`src/rtl/pc_fetch_pkg.sv`:
```
// Shared types and helpers for the IF-stage program counter.
// Holds the fetch FSM state type and the alignment helpers.
package pc_fetch_pkg;

   typedef enum logic {
      IDLE = 1'b0,
      RUN  = 1'b1
   } fetch_state_e;

   // floor(log2(n)); n is a power of two here, so this is exact
   function automatic int log2_int(input int n);
      int r;
      r = 0;
      for (int i = 0; i < 30; i++) begin
         if ((1 << (i + 1)) <= n) r = i + 1;
      end
      return r;
   endfunction

   // Mask of the PC bits that must be zero in an aligned fetch address
   function automatic logic [63:0] align_mask(input int bytes);
      return (64'd1 << log2_int(bytes)) - 64'd1;
   endfunction

endpackage

```
`src/rtl/pc_redirect_buf.sv`:
```
// One-entry pending-redirect holder; a new load overwrites the old entry.
// Ports: clk_i, rst_i (async, active-low), load_i/load_val_i, consume_i,
//        clear_i, valid_o, val_o.
module pc_redirect_buf #(
   parameter int W = 32
) (
   input  logic         clk_i,
   input  logic         rst_i,
   input  logic         load_i,
   input  logic [W-1:0] load_val_i,
   input  logic         consume_i,
   input  logic         clear_i,
   output logic         valid_o,
   output logic [W-1:0] val_o
);

   logic         valid_q;
   logic [W-1:0] val_q;

   // Load beats consume/clear so a capture is never dropped
   always_ff @(posedge clk_i or negedge rst_i) begin
      if (!rst_i) begin
         valid_q <= 1'b0;
         val_q   <= '0;
      end else if (load_i) begin
         valid_q <= 1'b1;
         val_q   <= load_val_i;
      end else if (consume_i || clear_i) begin
         valid_q <= 1'b0;
      end
   end

   assign valid_o = valid_q;
   assign val_o   = val_q;

endmodule

```
`src/rtl/pc_fetch_ctrl.sv`:
```
// Program counter and fetch control for the IF stage.
// Ports: clk_i, rst_i (async, active-low), start_i, hazard_stall_i,
//        mem_stall_i, redirect_valid_i/redirect_pc_i, pc_o,
//        fetch_valid_o, pend_valid_o, misalign_o, fetch_cnt_o.
module pc_fetch_ctrl
   import pc_fetch_pkg::*;
#(
   parameter int                ADDR_W      = 32,
   parameter logic [ADDR_W-1:0] RESET_VEC   = '0,
   parameter int                INSTR_BYTES = 4,
   parameter int                CNT_W       = 32
) (
   input  logic              clk_i,
   input  logic              rst_i,
   input  logic              start_i,
   input  logic              hazard_stall_i,
   input  logic              mem_stall_i,
   input  logic              redirect_valid_i,
   input  logic [ADDR_W-1:0] redirect_pc_i,
   output logic [ADDR_W-1:0] pc_o,
   output logic              fetch_valid_o,
   output logic              pend_valid_o,
   output logic              misalign_o,
   output logic [CNT_W-1:0]  fetch_cnt_o
);

   localparam logic [ADDR_W-1:0] LOW_M =
      ADDR_W'(align_mask(INSTR_BYTES));
   localparam logic [ADDR_W-1:0] STEP = ADDR_W'(INSTR_BYTES);

   fetch_state_e      state_q, state_d;
   logic [ADDR_W-1:0] pc_q, pc_d;
   logic              mis_q, mis_d;
   logic [CNT_W-1:0]  cnt_q, cnt_d;

   logic              buf_load, buf_consume, buf_clear;
   logic              pend_v;
   logic [ADDR_W-1:0] pend_pc;
   logic [ADDR_W-1:0] rd_al;
   logic              rd_mis;

   assign rd_al  = redirect_pc_i & ~LOW_M;
   assign rd_mis = |(redirect_pc_i & LOW_M);

   assign fetch_valid_o = (state_q == RUN) & ~mem_stall_i
                          & ~hazard_stall_i;

   pc_redirect_buf #(.W(ADDR_W)) u_buf (
      .clk_i      (clk_i),
      .rst_i      (rst_i),
      .load_i     (buf_load),
      .load_val_i (rd_al),
      .consume_i  (buf_consume),
      .clear_i    (buf_clear),
      .valid_o    (pend_v),
      .val_o      (pend_pc)
   );

   always_comb begin
      state_d     = state_q;
      pc_d        = pc_q;
      buf_load    = 1'b0;
      buf_consume = 1'b0;
      buf_clear   = 1'b0;
      unique case (state_q)
         IDLE: begin
            if (start_i) state_d = RUN;
            buf_load = redirect_valid_i;
         end
         RUN: begin
            if (!start_i) state_d = IDLE;
            // A redirect flushes, so it outranks the load-use hold
            if (mem_stall_i) begin
               buf_load = redirect_valid_i;
            end else if (redirect_valid_i) begin
               pc_d      = rd_al;
               buf_clear = 1'b1;
            end else if (pend_v) begin
               pc_d        = pend_pc;
               buf_consume = 1'b1;
            end else if (!hazard_stall_i) begin
               pc_d = pc_q + STEP;
            end
         end
         default: state_d = IDLE;
      endcase
   end

   // Every redirect is either applied or buffered, so flag on arrival
   assign mis_d = mis_q | (redirect_valid_i & rd_mis);
   assign cnt_d = (fetch_valid_o && (cnt_q != '1))
                  ? cnt_q + CNT_W'(1) : cnt_q;

   always_ff @(posedge clk_i or negedge rst_i) begin
      if (!rst_i) begin
         state_q <= IDLE;
         pc_q    <= RESET_VEC;
         mis_q   <= 1'b0;
         cnt_q   <= '0;
      end else begin
         state_q <= state_d;
         pc_q    <= pc_d;
         mis_q   <= mis_d;
         cnt_q   <= cnt_d;
      end
   end

   assign pc_o         = pc_q;
   assign pend_valid_o = pend_v;
   assign misalign_o   = mis_q;
   assign fetch_cnt_o  = cnt_q;

endmodule

```
`config.mk`:
```
export PLATFORM = sky130hd
export DESIGN_NAME = pc_fetch_ctrl
export DESIGN_NICKNAME = d
export VERILOG_FILES = /design/src/rtl/pc_fetch_pkg.sv /design/src/rtl/pc_redirect_buf.sv /design/src/rtl/pc_fetch_ctrl.sv
export SDC_FILE = /design/constraint.sdc
export NUM_CORES = 1
export LEC_CHECK = 0
export ABC_AREA = 1
export BUFFER_PORTS_ARGS = -buffer_cell sky130_fd_sc_hd__buf_2
export CORE_MARGIN = 1.5
export CORE_UTILIZATION = 50
export DETAILED_ROUTE_END_ITERATION = 7
export PLACE_DENSITY = 0.83
export SETUP_SLACK_MARGIN = 0.1
export SLEW_MARGIN = 20
export SYNTH_ARGS = -nofsm -noshare
export SYNTH_HDL_FRONTEND = slang
export SYNTH_SLANG_ARGS = --single-unit
```
`constraint.sdc`:
```
create_clock -name clk_i -period 1.9 [get_ports clk_i]
set_input_delay 0.095 -clock clk_i [delete_from_list [all_inputs] [get_ports clk_i]]
set_output_delay 0.095 -clock clk_i [all_outputs]
set_load 0.005 [all_outputs]
```
==> metrics.md, run 1 <==
| Metric | Value |
|---|---|
| Run status | `finished clean` |
| Critical Path AT | `1950 ps` |
| Share of layout cells above drive strength 1 | `16.88%` |
| Vias per inst | `5.269` |
| Sequential-to-total area share from yosys stat | `40.76%` |
| Postcts setup bufs | `0` |
| Kind of critical path | `reg -> reg` |
| Residual antenna-violating net count after detailed routing | `0` |
| Simple-Gate Fraction of Synth Area | `36.21%` |
| Diodes inserted | `0` |
| Mux share of post-synthesis cell area | `0.1931%` |
| Post-DP HPWL | `11.15 mm` |
| Clock tree from TritonCTS | `yes` |
| Number of different library cells in the post-synthesis netlist | `33` |
| Routability cong. | `0.9154` |
| Kind of capture point of the worst setup path | `register` |
| Cell leakage power | `3.550 nW` |
| Cell Rows | `39` |
| EDFF count, synth | `0` |
| Vias | `6028` |
| Total number of yosys warnings | `0` |
| Overall track demand over capacity in global routing | `26.22%` |
| Count of placed standard cells in the final layout, fillers left out | `1144` |
| Commonest non-fill, non-tap cell in the layout | `nand2_1` |
| Worst rel slew slack | `65.32%` |
| Number of max-slew violations in the final report | `0` |
| Core Area | `11420 sq um` |
| Power per standard cell area | `857.6 nW/um^2` |
| CP Cell Sequence | `nand2_1, nor2_1, nand2_1, nor2_1, nand3_1, nand3_1, nand2_1, nand2_1, nand2_1` |
| Startpoint class of the critical path | `register` |
| Type of the most critical hold path | `in -> reg` |
| Setup slack at placement | `18.34 ps` |
| Combinational family with the most area after synthesis | `simple AND/OR/NAND/NOR gates` |
| Required time of the critical path | `2140 ps` |
| Initial antenna violation count | `0` |
| Critical-path cell with the highest stage delay | `dfrtp_1` |
| Drt initial violations | `429` |
| Die Footprint | `12320 sq um` |
| Post-synth design cell area | `5833 sq um` |
| Count of clock tree sinks | `95` |
| Max_cap viols | `0` |
| Worst Hold Margin | `14.72 ps` |
| Total count of hold-check failures in the final report | `0` |
| Clk pin slew, worst setup/hold paths | `70 ps` |
| Arithmetic-cell share of the synthesized area counting full adders, half adders and majority gates | `0.4290%` |
| Count of nets after finishing | `1037` |
| Cell repeated most along the worst path | `nand2_1` |
| Insertion delay of the later-clocked pin in the worst-skew pair | `350 ps` |
| Share of the synthesized area in compound gates (AO/OA/AOI/OAI) | `11.50%` |
| Most used flip-flop cell after synthesis | `dfrtp_1` |
| Peak supply drop | `0.0009184 V` |
| Average footprint of a synthesized cell | `6.561 sq um` |
| Maximum level of the CTS H-tree | `3` |
| Total wire length after detailed routing | `15.56 mm` |
| Total CTS buffers | `9` |
| Most frequent cells in the layout | `nand2_1, buf_2, dfrtp_1, inv_1, nor2_1` |
| Clock root buffer | `clkbuf_16` |
| Share of synthesized registers carrying an async set or reset | `100.0%` |
| Max Root-Sink Buffers | `2` |
| Share of the synthesized netlist area taken by xor and xnor gates | `2.252%` |
| Global-route wire length before repair | `26.18 mm` |
| Timing-limited maximum frequency | `582.9 MHz` |
| Starting utilization of the core area | `51.08%` |
| # port buffers | `102` |
| Die Y | `111.0 microns` |
| Synth-to-layout area growth | `21.24%` |
| Final setup viols | `0` |
| Synthesized instance count | `889` |
| Util after Layout | `61.93%` |
| Tcrit/Tclk final | `90.29%` |
| Wire length per cell after detailed routing | `13.60 microns` |
| Setup WS post-layout | `184.4 ps` |
| Slew at the pin closest to its max-slew limit | `519.4 ps` |
| RSZ-0062 raised after global routing | `true` |
| Post-route DRC | `0` |
| Number of flip-flops and latches in the synthesized netlist | `95` |
| First-pass iteration count of the detailed router | `5` |
| Maximum net fanout on the critical path | `5` |
| Remaining global-route overflow | `0` |
| Die width | `111.0 microns` |
| Worst-case clock skew | `9.464 ps` |
| Period minus WS final | `1716 ps` |
| Number of instances in the placed design | `1123` |
| Top-Level Pins | `105` |
| Longest individual stage delay on the worst path | `430 ps` |
| Maximum number of pins on one net before global-route repair | `49` |
| Via count of the first global-routing pass | `5501` |
## state kept, by name, indices dropped and copies added (netlist names)
name,flops
u_buf.val_o,30
misalign_o,1
pc_o,30
u_buf.valid_o,1
state_q,1
fetch_cnt_o,32
## layer usage
| metal | vias to the layer above | GRT usage (%) | wire, microns |
|---|---|---|---|
| met1 | 2786 | 35.30 | 7074 |
| met4 | 0 | 7.679 | 231 |
| li1 | 3011 | - | - |
| met5 | - | 0 | 0 |
| met3 | 17 | 5.796 | 999 |
| met2 | 214 | 42.76 | 7255 |
## critical path, delay by kind of cell (launching register included)
| kind | cells | cell delay, ps |
|---|---|---|
| AND/OR/NAND/NOR | 9 | 1160 |
| flip-flops | 1 | 430 |
## per-stage QoR
step	TNS (ps)	instance area [sq um]	total power, mW
after CTS	0	7009	6.087
after floorplan	0	5851	3.375
after detailed placement	0	6593	3.936
after global routing	-5.879	7072	6.420
after global placement	0	6593	3.903
final	0	7072	6.065
## report_power, final
| part | internal [mW] | total [mW] | switching (mW) |
|---|---|---|---|
| Combinational | 0.540 | 1.30 | 0.755 |
| Sequential | 2.31 | 2.65 | 0.342 |
| Clock | 1.35 | 2.12 | 0.770 |
## Yosys cell counts, types with 5 or more instances
master,n,area (sq um)
nand2_1,349,1310
dfrtp_1,95,2377
nor2_1,90,337.8
inv_1,85,319.1
o21ai_0,59,295.3
nand3_1,53,265.3
a21oi_1,52,260.3
clkbuf_1,20,75.07
nand3b_1,9,67.56
xor2_1,9,78.83
nor3_1,8,40.04
o21ai_1,8,40.04
inv_2,6,22.52
xnor2_1,6,52.55
buf_2,5,25.02
## final cells by class
class | count | area, sq um
well taps | 143 | 178.9
clock inverters | 3 | 90.09
multi-input cells | 671 | 3028
repair buffers | 129 | 788.3
fillers | 1046 | 4347
flip-flops and latches | 95 | 2381
clock buffers | 12 | 256.5
inverters | 91 | 349.1
## what timing repair did
| action | 4_1_cts | 5_1_grt |
|---|---|---|
| gates resized for setup | 4 | 19 |
| hold buffers | 6 | 0 |
| setup endpoints to repair | 35 | 48 |
| endpoints found under the hold margin | 33 | 0 |
## final timing paths
| path | end | slack [ps] | depth (start not counted) | startpoint |
|---|---|---|---|---|
| hold / removal | u_buf.val_o[21] | 10 | 3 | redirect_pc_i[21] |
| min in group asynchronous | pc_o[2] | 230 | 2 | rst_i |
| setup reg to reg | pc_o[25] | 180 | 9 | pc_o[4] |
| setup / recovery | pc_o[25] | 180 | 9 | pc_o[4] |
| max in group asynchronous | fetch_cnt_o[25] | 1120 | 3 | rst_i |
| hold reg to reg | misalign_o | 470 | 1 | misalign_o |
## kinds of logic after synthesis
family	Yosys count
AO/OA/AOI/OAI	129
XOR/XNOR	15
adder cells (fa/ha/maj)	2
buffers and inverters	124
flip-flops	95
multiplexers	1
other	1
AND/OR/NAND/NOR	522
Note: power is estimated with default switching activity, not from simulation.
==> inputs of run 2 (changes only) <==
- CORE_ASPECT_RATIO: not set -> 0.9
==> run 2 against run 1 <==
Compared with the run above: sequential share of layout area down 0.67 points; worst hold slack better by 4.7 ps; clock power down 6%.
==> metrics.md, run 2 (synthesis results as in run 1) <==
| Metric | Value |
|---|---|
| Startpoint class of the critical path | `input pin` |
| Max Root-Sink Buffers | `2 (unchanged)` |
| Period minus WS final | `1751 ps (+35.03 ps)` |
| Top-Level Pins | `105 (unchanged)` |
| Die Footprint | `12320 sq um (about the same)` |
| Cell leakage power | `3.628 nW (+2.2%)` |
| Clock tree from TritonCTS | `yes` |
| Die width | `116.9 microns (+5.3%)` |
| Post-route setup TNS | `0 ps (unchanged)` |
| CP Cell Sequence | `dlygate4sd3_1, buf_2, nor2_1, inv_1, nor2_1, buf_4, buf_2` |
| Max_cap viols | `0 (unchanged)` |
| Starting utilization of the core area | `51.22% (+0.13 points)` |
| Fillers | `1057 (+1.1%)` |
| RSZ-0062 raised after global routing | `true` |
| Total CTS buffers | `9 (unchanged)` |
| # port buffers | `102 (unchanged)` |
| Setup WS post-layout | `149.4 ps (-35.03 ps)` |
| Post-DP HPWL | `11.41 mm (+2.3%)` |
| Max FFs per register | `32 (unchanged)` |
| Power per standard cell area | `833.2 nW/um^2 (-2.8%)` |
| Initial antenna violation count | `0 (unchanged)` |
| Maximum number of pins on one net before global-route repair | `60 (+22%)` |
| Residual antenna-violating net count after detailed routing | `0 (unchanged)` |
| Vias per inst | `5.245 (-0.46%)` |
| Clock root buffer | `clkbuf_16` |
| Total wire length after detailed routing | `16.29 mm (+4.7%)` |
| Cell Rows | `37 (-5.1%)` |
| Commonest non-fill, non-tap cell in the layout | `nand2_1` |
| Overall track demand over capacity in global routing | `26.98% (+0.76 points)` |
| Setup slack at placement | `5.626 ps (-12.71 ps)` |
| Die Y | `105.5 microns (-5.0%)` |
| Core Area | `11390 sq um (-0.26%)` |
| Peak supply drop | `0.0005026 V (-45%)` |
| Synth-to-layout area growth | `23.64%` |
| Drt initial violations | `635 (+48%)` |
| First-pass iteration count of the detailed router | `6 (+1)` |
| Kind of capture point of the worst setup path | `output port` |
| Maximum net fanout on the critical path | `3 (-2)` |
| Number of max-slew violations in the final report | `0 (unchanged)` |
| Most frequent cells in the layout | `nand2_1, buf_2, dfrtp_1, inv_1, nor2_1` |
| Via count of the first global-routing pass | `5469 (-0.58%)` |
| Maximum level of the CTS H-tree | `3 (unchanged)` |
| Diodes inserted | `0 (unchanged)` |
| Levels on crit path | `7 (-2)` |
| Wire length per cell after detailed routing | `13.99 microns (+2.9%)` |
| Kind of critical path | `in -> out` |
| Total count of hold-check failures in the final report | `0 (unchanged)` |
| Critical Path AT | `1660 ps (-290 ps)` |
| Crit path buffers/inverters | `5 (+5)` |
| Run status | `finished clean` |
| Share of layout cells above drive strength 1 | `18.25% (+1.4 points)` |
| Final setup viols | `0 (unchanged)` |
| Vias | `6105 (+1.3%)` |
| Worst rel slew slack | `64.45% (-0.87 points)` |
| Timing-limited maximum frequency | `571.2 MHz (-2.0%)` |
| Post-route DRC | `0 (unchanged)` |
| Critical-path cell with the highest stage delay | `dlygate4sd3_1` |
| Slew at the pin closest to its max-slew limit | `533.3 ps (+13.87 ps)` |
| Global-route wire length before repair | `26.33 mm (+0.58%)` |
| Number of cells traversed by the worst register-to-register path | `9 (unchanged)` |
| Count of nets after finishing | `1043 (+0.58%)` |
| Clk pin slew, worst setup/hold paths | `70 ps (about the same)` |
| Required time of the critical path | `1800 ps (-340 ps)` |
| Remaining global-route overflow | `0 (unchanged)` |
| Longest individual stage delay on the worst path | `530 ps (+100 ps)` |
| Insertion delay of the later-clocked pin in the worst-skew pair | `350 ps (about the same)` |
| Count of clock tree sinks | `95 (unchanged)` |
| Type of the most critical hold path | `in -> reg` |
| Routability cong. | `0.9625 (+5.1%)` |
| Hold Crit Depth | `3 (unchanged)` |
| Tcrit/Tclk final | `92.14% (+1.8 points)` |
| Worst-case clock skew | `11.75 ps (+2.285 ps)` |
| Gate family responsible for the most delay along the worst path | `buffers and inverters` |
[run 2: cell count changes in the layout (fill, tap and decap cells not counted), moves of 2 or more]
cell / previous run / this run
nor2_1: 84 / 78
inv_6: 0 / 5
nor2_2: 3 / 6
nor2_4: 4 / 7
buf_8: 0 / 2
[run 2: cell type report]
class | count | area (sq um) | share of cell area [%]
Sequential cell | 95 | 2380 | 33.00
Clock buffer | 10 | 239.0 | 3.314
Inverter | 91 | 356.6 | 4.944
Timing Repair inverter | 3 | 26.28 | 0.3643
Multi-Input combinational cell | 671 | 3084 | 42.77
Clock inverter | 6 | 91.34 | 1.266
Timing Repair Buffer | 132 | 839.6 | 11.64
Tap cell | 156 | 195.2 | 2.706
[run 2: timing repair]
item	4_1_cts	5_1_grt
hold buffers	6	0
buffers inserted	0	1
gates cloned	0	4
setup endpoints to repair	34	50
pin swaps	0	3
endpoints found under the hold margin	39	0
gates resized for setup	4	39
[run 2: metrics by stage]
step	power, mW	utilization, %	area, sq um	hold WS, ps	instances
finish	6.009	63.33	7212	19.44	1164
floorplan	3.375	-	5851	-200.6	890
detailed placement	3.969	58.08	6614	102.0	1137
CTS	5.988	61.59	7014	6.972	1159
global route	6.351	63.33	7212	38.13	1164
global placement	3.924	58.08	6614	107.2	1137
[run 2: per-layer routing]
layer / share of wire [%] / GRT usage [%] / wire (microns) / up-vias
li1: - / - / - / 3029
met1: 46 / 39.76 / 7523 / 2789
met2: 45 / 41.90 / 7344 / 253
met3: 7.0 / 3.968 / 1140 / 34
met4: 1.7 / 6.368 / 282 / 0
met5: 0 / 0 / 0 / -
[run 2: worst paths after layout]
check | startpoint | endpoint | slack, ps
max | mem_stall_i | fetch_valid_o | 150
max in group asynchronous | rst_i | u_buf.val_o[25] | 1070
min in group asynchronous | rst_i | u_buf.val_o[2] | 270
min | redirect_pc_i[29] | u_buf.val_o[29] | 20
max reg2reg | fetch_cnt_o[1] | fetch_cnt_o[0] | 160
min reg2reg | misalign_o | misalign_o | 480
[run 2: where the power goes]
part           total [mW]  leakage [nW]  switching [mW]  internal (mW)
sequential           2.64          1.19           0.340           2.30
combinational        1.36          2.28           0.798          0.564
clock                2.00         0.163           0.806           1.20
total                6.01          3.63            1.94           4.07
[run 2: worst register-to-register path, delay by kind of cell (launching register included)]
kind / cells / cell delay [ps]
xor gates and xnor gates: 1 / 150
adders and majority gates: 1 / 200
buffers and inverters: 2 / 210
and+or+nand+nor: 5 / 680
DFF: 1 / 420
